`config.mk`:
```
export PLATFORM = sky130hd
export DESIGN_NAME = manta_run_ctrl
export DESIGN_NICKNAME = d
export VERILOG_FILES = /design/src/rtl/manta_run_ctrl.sv
export SDC_FILE = /design/constraint.sdc
export NUM_CORES = 1
export LEC_CHECK = 0
export ABC_AREA = 0
export BUFFER_PORTS_ARGS = -buffer_cell sky130_fd_sc_hd__buf_4
export CAP_MARGIN = 20
export CORE_ASPECT_RATIO = 0.6
export CORE_UTILIZATION = 50
export CTS_CLUSTER_DIAMETER = 60
export DETAILED_ROUTE_END_ITERATION = 7
export PLACE_DENSITY = 0.77
export SYNTH_ARGS = -nofsm -noshare
export SYNTH_HDL_FRONTEND = slang
export SYNTH_SLANG_ARGS = --single-unit
```
`constraint.sdc`:
```
create_clock -name clk -period 4.2 [get_ports clk]
set_clock_uncertainty 0.1 [all_clocks]
set_input_delay 0.42 -clock clk [delete_from_list [all_inputs] [get_ports clk]]
set_output_delay 0.42 -clock clk [all_outputs]
set_load 0.005 [all_outputs]
```
`src/rtl/manta_run_ctrl.sv`:
```
// manta_run_ctrl: streams a program into imem, holds the core at PC 0,
// then runs it until the core halts or the cycle budget runs out.
module manta_run_ctrl #(
    parameter int HOLD_CYCLES = 10,
    parameter int MAX_CYCLES  = 1000,
    parameter int ADDR_W      = 16
) (
    input  logic              clk,
    input  logic              rst,
    input  logic              start,
    input  logic              load_valid,
    output logic              load_ready,
    input  logic [15:0]       load_data,
    input  logic              load_last,
    output logic              imem_we,
    output logic [ADDR_W-1:0] imem_addr,
    output logic [15:0]       imem_wdata,
    output logic              core_hold,
    input  logic              core_halt,
    output logic              busy,
    output logic              done,
    output logic              timeout,
    output logic              load_ovf,
    output logic [31:0]       cycle_count
);

    typedef enum logic [2:0] {
        IDLE,
        LOAD,
        HOLD,
        RUN,
        DONE
    } state_t;

    // A zero hold length still needs one cycle of PC-0 hold.
    localparam int          HOLD_EFF  = (HOLD_CYCLES < 1) ? 1 : HOLD_CYCLES;
    localparam logic [31:0] HOLD_LAST = 32'(HOLD_EFF - 1);
    localparam logic [31:0] MAX_CNT   = 32'(MAX_CYCLES);

    state_t            state;
    state_t            state_nxt;
    logic [ADDR_W-1:0] wr_ptr;
    logic [31:0]       hold_cnt;
    logic [31:0]       cnt_inc;
    logic              xfer;
    logic              launch;
    logic              hold_end;
    logic              budget_hit;

    assign xfer       = load_valid && load_ready;
    assign launch     = start && (state == IDLE || state == DONE);
    assign hold_end   = (hold_cnt == HOLD_LAST);
    assign cnt_inc    = (&cycle_count) ? cycle_count : cycle_count + 32'd1;
    assign budget_hit = (cnt_inc >= MAX_CNT);

    always_ff @(posedge clk) begin
        if (rst) begin
            state <= IDLE;
        end else begin
            state <= state_nxt;
        end
    end

    always_comb begin
        state_nxt = state;
        unique case (state)
            IDLE:    if (start) state_nxt = LOAD;
            DONE:    if (start) state_nxt = LOAD;
            LOAD:    if (xfer && load_last) state_nxt = HOLD;
            HOLD:    if (hold_end) state_nxt = RUN;
            RUN:     if (core_halt || budget_hit) state_nxt = DONE;
            default: state_nxt = IDLE;
        endcase
    end

    always_comb begin
        load_ready = 1'b0;
        core_hold  = 1'b1;
        busy       = 1'b0;
        done       = 1'b0;
        unique case (state)
            LOAD: begin
                load_ready = 1'b1;
                busy       = 1'b1;
            end
            HOLD: busy = 1'b1;
            RUN: begin
                core_hold = 1'b0;
                busy      = 1'b1;
            end
            DONE:    done = 1'b1;
            default: ;
        endcase
    end

    assign imem_we    = xfer;
    assign imem_addr  = wr_ptr;
    assign imem_wdata = xfer ? load_data : 16'h0000;

    always_ff @(posedge clk) begin
        if (rst) begin
            wr_ptr      <= '0;
            hold_cnt    <= '0;
            cycle_count <= '0;
            timeout     <= 1'b0;
            load_ovf    <= 1'b0;
        end else begin
            if (launch) begin
                wr_ptr      <= '0;
                cycle_count <= '0;
                timeout     <= 1'b0;
                load_ovf    <= 1'b0;
            end
            if (xfer) begin
                wr_ptr <= wr_ptr + 1'b1;
                if (&wr_ptr && !load_last) load_ovf <= 1'b1;
            end
            hold_cnt <= (state == HOLD) ? hold_cnt + 32'd1 : 32'd0;
            // Halt wins over budget exhaustion in the same cycle.
            if (state == RUN) begin
                cycle_count <= cnt_inc;
                if (!core_halt && budget_hit) timeout <= 1'b1;
            end
        end
    end

endmodule

```
Word-level counts from Yosys, hierarchy flattened
Cells that the tools add are included.
- register bits after elaboration: 85
- output and inout port bits: 71
- add/subtract/negate cells: 3
- order comparisons: 1
- equal/unequal tests: 9
- multiplexer cells: 21
- bitwise gates (word level): 1
- reductions and logical operators: 18
- operator list (kind ; count):
    32-bit 2-to-1 mux ; 3
    32-bit by 1-bit adder with 32-bit output (second input constant) ; 2
    16-bit 2-to-1 mux ; 3
    32-bit by 4-bit equality test with 1-bit output (second input constant) ; 1
    32-bit by 10-bit >= comparator with 1-bit output (second input constant) ; 1
    32-bit AND reduction ; 1
    16-bit by 1-bit adder with 16-bit output (second input constant) ; 1
    16-bit AND reduction ; 1
    3-bit 2-to-1 mux ; 4
    3-bit case mux with 4 select lines ; 1
    1-bit 2-to-1 mux ; 10
    3-bit by 2-bit equality test with 1-bit output (second input constant) ; 2
    2-bit inequality test (second input constant) ; 3
    1-bit logical AND ; 5
    4-bit AND reduction ; 1
    2-bit nonzero test ; 2
    2-bit OR reduction ; 2
    3-bit by 1-bit equality test with 1-bit output (second input constant) ; 1
    3-bit equality test (second input constant) ; 1
    3-bit logical NOT ; 1
    3-bit OR reduction ; 1
    1-bit logical NOT ; 2
    1-bit logical OR ; 2
    2-bit by 1-bit inequality test with 1-bit output (second input constant) ; 1
    1-bit NOT ; 1

Logic depth before layout (Yosys ltp)
- depth after elaboration: 6
- gate-level depth with buffers: 12
- depth with buffers taken out: 9

Least setup slack after synthesis
Ideal clock, no wire load.
- path kind: reg2reg
- start: reg cycle_count[0]
- end: reg state[2]
- library setup time: 0.130 ns
- arrival time: 2.499 ns
- required time: 3.970 ns
- path slack: 1.471 ns
- cell stages (with the launch flop): 13
- clock period less this slack: 2.729 ns
- path through: dfxtp_1 ha_1 and3_1 buf_6 and4_4 buf_6 and3_4 buf_6 o31a_1 nor4_2 nand4_2 nor4b_4 o31ai_1
- word-level cells in the longest chain between the ends: 6
- elaborated cells between the ends (all ways): 7
- RTL lines (item ; line ; text):
    start: declaration ; 24 ; output logic [31:0] cycle_count
    start signal: assignment ; 121 ; cycle_count <= cnt_inc;
    32-bit by 1-bit adder with 32-bit output / 32-bit AND reduction (equally long branches) ; 53 ; assign cnt_inc = (&cycle_count) ? cycle_count : cycle_count + 32'd1;
    32-bit 2-to-1 mux * ; 53 ;
    32-bit by 10-bit >= comparator with 1-bit output * ; 54 ; assign budget_hit = (cnt_inc >= MAX_CNT);
    1-bit logical OR * ; 71 ; RUN: if (core_halt || budget_hit) state_nxt = DONE;
    2-bit inequality test (no source line) * ; -- ;
    4-bit AND reduction (no source line) * ; -- ;
    end signal: assignment ; 60 ; state <= state_nxt;
    end: declaration ; 40 ; state_t state;
Every way passes the cells marked *; elsewhere a longest branch is shown, timed or not.
A chain may end at the register's enable or synchronous reset.

Final worst setup path
Same ends and word-level chain as after synthesis.

==> results by group <==
Run status
  • Status: finished, final reports clean

Pwr
  • PD cells: 285.4 nW/um^2
  • Sequential Power Share: 0.479
  • LEAKAGE: 0.002077 uW
  • Switching fraction of total power: 0.2433
  • Clock share of power: 0.461
  • NetSw: 412.4 uW
  • Maximum vdd drop: 175.7 uV
  • Internal power: 1283 uW
  • Comb power frac: 0.060

Worst hold path
  • Worst min path class: input pin to flip-flop

Floorplan
  • Core area: 9425 um^2
  • I/O pins: 93
  • Height of the die: 79.38 um
  • Die Wd: 131.0 um
  • Starting Density: 0.5294
  • Cell row count: 27
  • Die footprint: 10,400 um^2

Critical path
  • Worst Setup Start Kind: flip-flop
  • Worst-path maximum fanout: 8
  • Critical-path cell list: ha_1 -> and3_1 -> nand2_1 -> nor3_1 -> nand4_1 -> nand2_1 -> nand4_1 -> nor4b_4 -> o31ai_1
  • Slowest CP cell: nor3_1
  • WS Path Type: flip-flop to flip-flop
  • Crit-path max cell delay: 690 ps
  • Nature of the critical path endpoint: flip-flop
  • Worst Path Required: 4300 ps
  • Worst Path Arrival: 3120 ps

STA
  • Final period util: 0.7193
  • RSZ-0062 raised after global routing: false
  • Max Freq: 331.0 MHz
  • Slew Limit Headroom: 0.3144
  • Final setup TNS: 0 ps
  • Final Slew Violations: 0
  • Final count of hold timing violations: 0
  • Post-layout min period: 3021 ps
  • Final setup viols: 0
  • Worst-margin pin slew: 1028 ps

Yosys
  • Net count after synthesis: 683
  • Synthesized area per cell: 7.595 um^2
  • Mapped Area: 4990 um^2
  • Cell taking the most area after synthesis: dfxtp_1
  • Primary FF master, synth: dfxtp_1
  • Post-synth ARST share: 0
  • Netlist cell types: 55
  • Area contributors post-synth: dfxtp_1, nor2_1, nand3_1
  • Yosys warns: 0
  • Synth top area share: 0.3410
  • Sequential area share after synthesis: 0.3410
  • Syn Inst Count: 657
  • Number of enable flip-flop cells after synthesis: 0
  • #FFs+latches synth: 85

Layout
  • Synth-to-Final Area Change: 19.03%
  • Antenna diodes: 0
  • Fin cells: 856
  • Most common cell after layout, fill and taps aside: nor2_1
  • Most frequent cells in the layout: nor2_1, buf_4, dfxtp_1
  • Final #Nets: 747
  • # fillers: 865
  • Share of cells above drive strength 1: 0.1832

GRT
  • Largest net degree at the start of global routing: 58
  • Total track usage: 0.2930
  • Initial antenna violation count: 0
  • Vias in the first global route: 4,605
  • Wire length of the first global-routing pass: 23,590 um
  • Remaining global-route overflow: 0

Detailed routing
  • WL/cell: 17.28 um
  • Vias: 5,293
  • First-pass iteration count of the detailed router: 6
  • Routed Antenna Nets: 0
  • DR DRC count: 0
  • Final WL: 14,790 um
  • Post-DR vias/cell: 6.183
  • 1st-iter DRT viols: 553

Place
  • HPWL Detailed: 10,610 um
  • Number of buffers added on ports: 92
  • Placed Cells: 840
  • RD Place Congestion: 1.044

Flow run
  • Max cap viols: 0

Clocking
  • Post-CTS setup buffers: 0
  • Root Buffer: clkbuf_16
  • Clock Pin Slew Worst Setup and Hold Paths: 70 ps
  • Number of H-tree levels: 3
  • Clk Latency, worst-skew pair: 340 ps
  • # hold bufs at CTS: 0
  • Post-CTS sizing: 0
  • TritonCTS clock tree: yes
  • Clk sinks: 85
  • Clock Tree Buf Depth: 2
  • CTS Buf Count: 9
worst max-delay path: cells and delay by family (launching register included):
family | cells | cell delay (ps)
adders and majority gates | 1 | 230
DFF | 1 | 450
AOI/OAI and AO/OA | 1 | 90
and+or+nand+nor | 7 | 2010
cell usage after synthesis, types with 11 or more instances:
library cell    n
nor2_1        103
dfxtp_1        85
nand2_1        61
nand3_1        53
a21oi_1        44
and3_1         25
o21ai_0        23
clkbuf_1       22
nand4_1        22
nor3_1         20
xor2_1         20
xnor2_1        17
nor4_1         15
inv_1          12
buf_2          11
metal layers:
| metal | routed length [um] | GRT usage | vias to the layer above |
|---|---|---|---|
| met3 | 1206 | 0.06702 | 23 |
| met5 | 0 | 0 | - |
| met1 | 7063 | 0.4254 | 2504 |
| met4 | 185 | 0.06322 | 0 |
| met2 | 6338 | 0.4370 | 250 |
| li1 | - | - | 2516 |
final timing paths:
path	startpoint	end	slack, ps	cells past startpoint
max	cycle_count[0]$_SDFFE_PP0P_	state[2]$_SDFFE_PP0P_	1180	9
min	core_halt	timeout$_SDFF_PP0_	210	2
max reg2reg	cycle_count[0]$_SDFFE_PP0P_	state[2]$_SDFFE_PP0P_	1180	9
min reg2reg	hold_cnt[0]$_SDFF_PP0_	hold_cnt[0]$_SDFF_PP0_	400	1
flip-flops by register name, indices dropped and copies added (netlist names):
name,count
cycle_count,32
hold_cnt,32
imem_addr,16
load_ovf,1
timeout,1
state,3
power groups by stage:
stage	Sequential, uW	Combinational (uW)	Clock, uW
4_1_cts	811	101	789
2_1_floorplan	829	53.2	0
3_5_place_dp	830	100	0
3_3_place_gp	830	98.7	0
6_report	811	102	782
5_1_grt	812	111	818
per-stage QoR:
stage | area (um^2) | power [uW] | utilization | hold WS, ps | setup slack [ps]
global route | 5939 | 1741 | 0.6302 | 227.4 | 869.2
detailed placement | 5653 | 930.1 | 0.5998 | 382.6 | 1251
floorplan | 4990 | 882.1 | - | 345.2 | 1471
finish | 5939 | 1695 | 0.6302 | 212.6 | 1179
CTS | 5939 | 1701 | 0.6302 | 204.5 | 1237
global placement | 5653 | 928.2 | 0.5998 | 361.7 | 1302
logic make-up (layout without fill, tap and decap cells):
family / count (synthesis) / after routing / synth area share
buffers and inverters: 52 / 121 / 0.04965
multiplexers: 6 / 6 / 0.01379
adder cells (fa/ha/maj): 4 / 4 / 0.01003
flip-flops: 85 / 85 / 0.3410
AO/OA/AOI/OAI: 116 / 116 / 0.1464
AND/OR/NAND/NOR: 357 / 357 / 0.3741
XOR/XNOR: 37 / 37 / 0.06494
final cells by class:
cell class	count	area, um^2	area share
clock inverters	4	30.03	0.005056
inverters	12	45.04	0.007584
well taps	130	162.7	0.02739
multi-input cells	520	3045	0.5127
clock buffers	12	256.5	0.04319
repair buffers	93	698.2	0.1175
flip-flops and latches	85	1702	0.2865
Note: power is estimated with default switching activity, not from simulation.
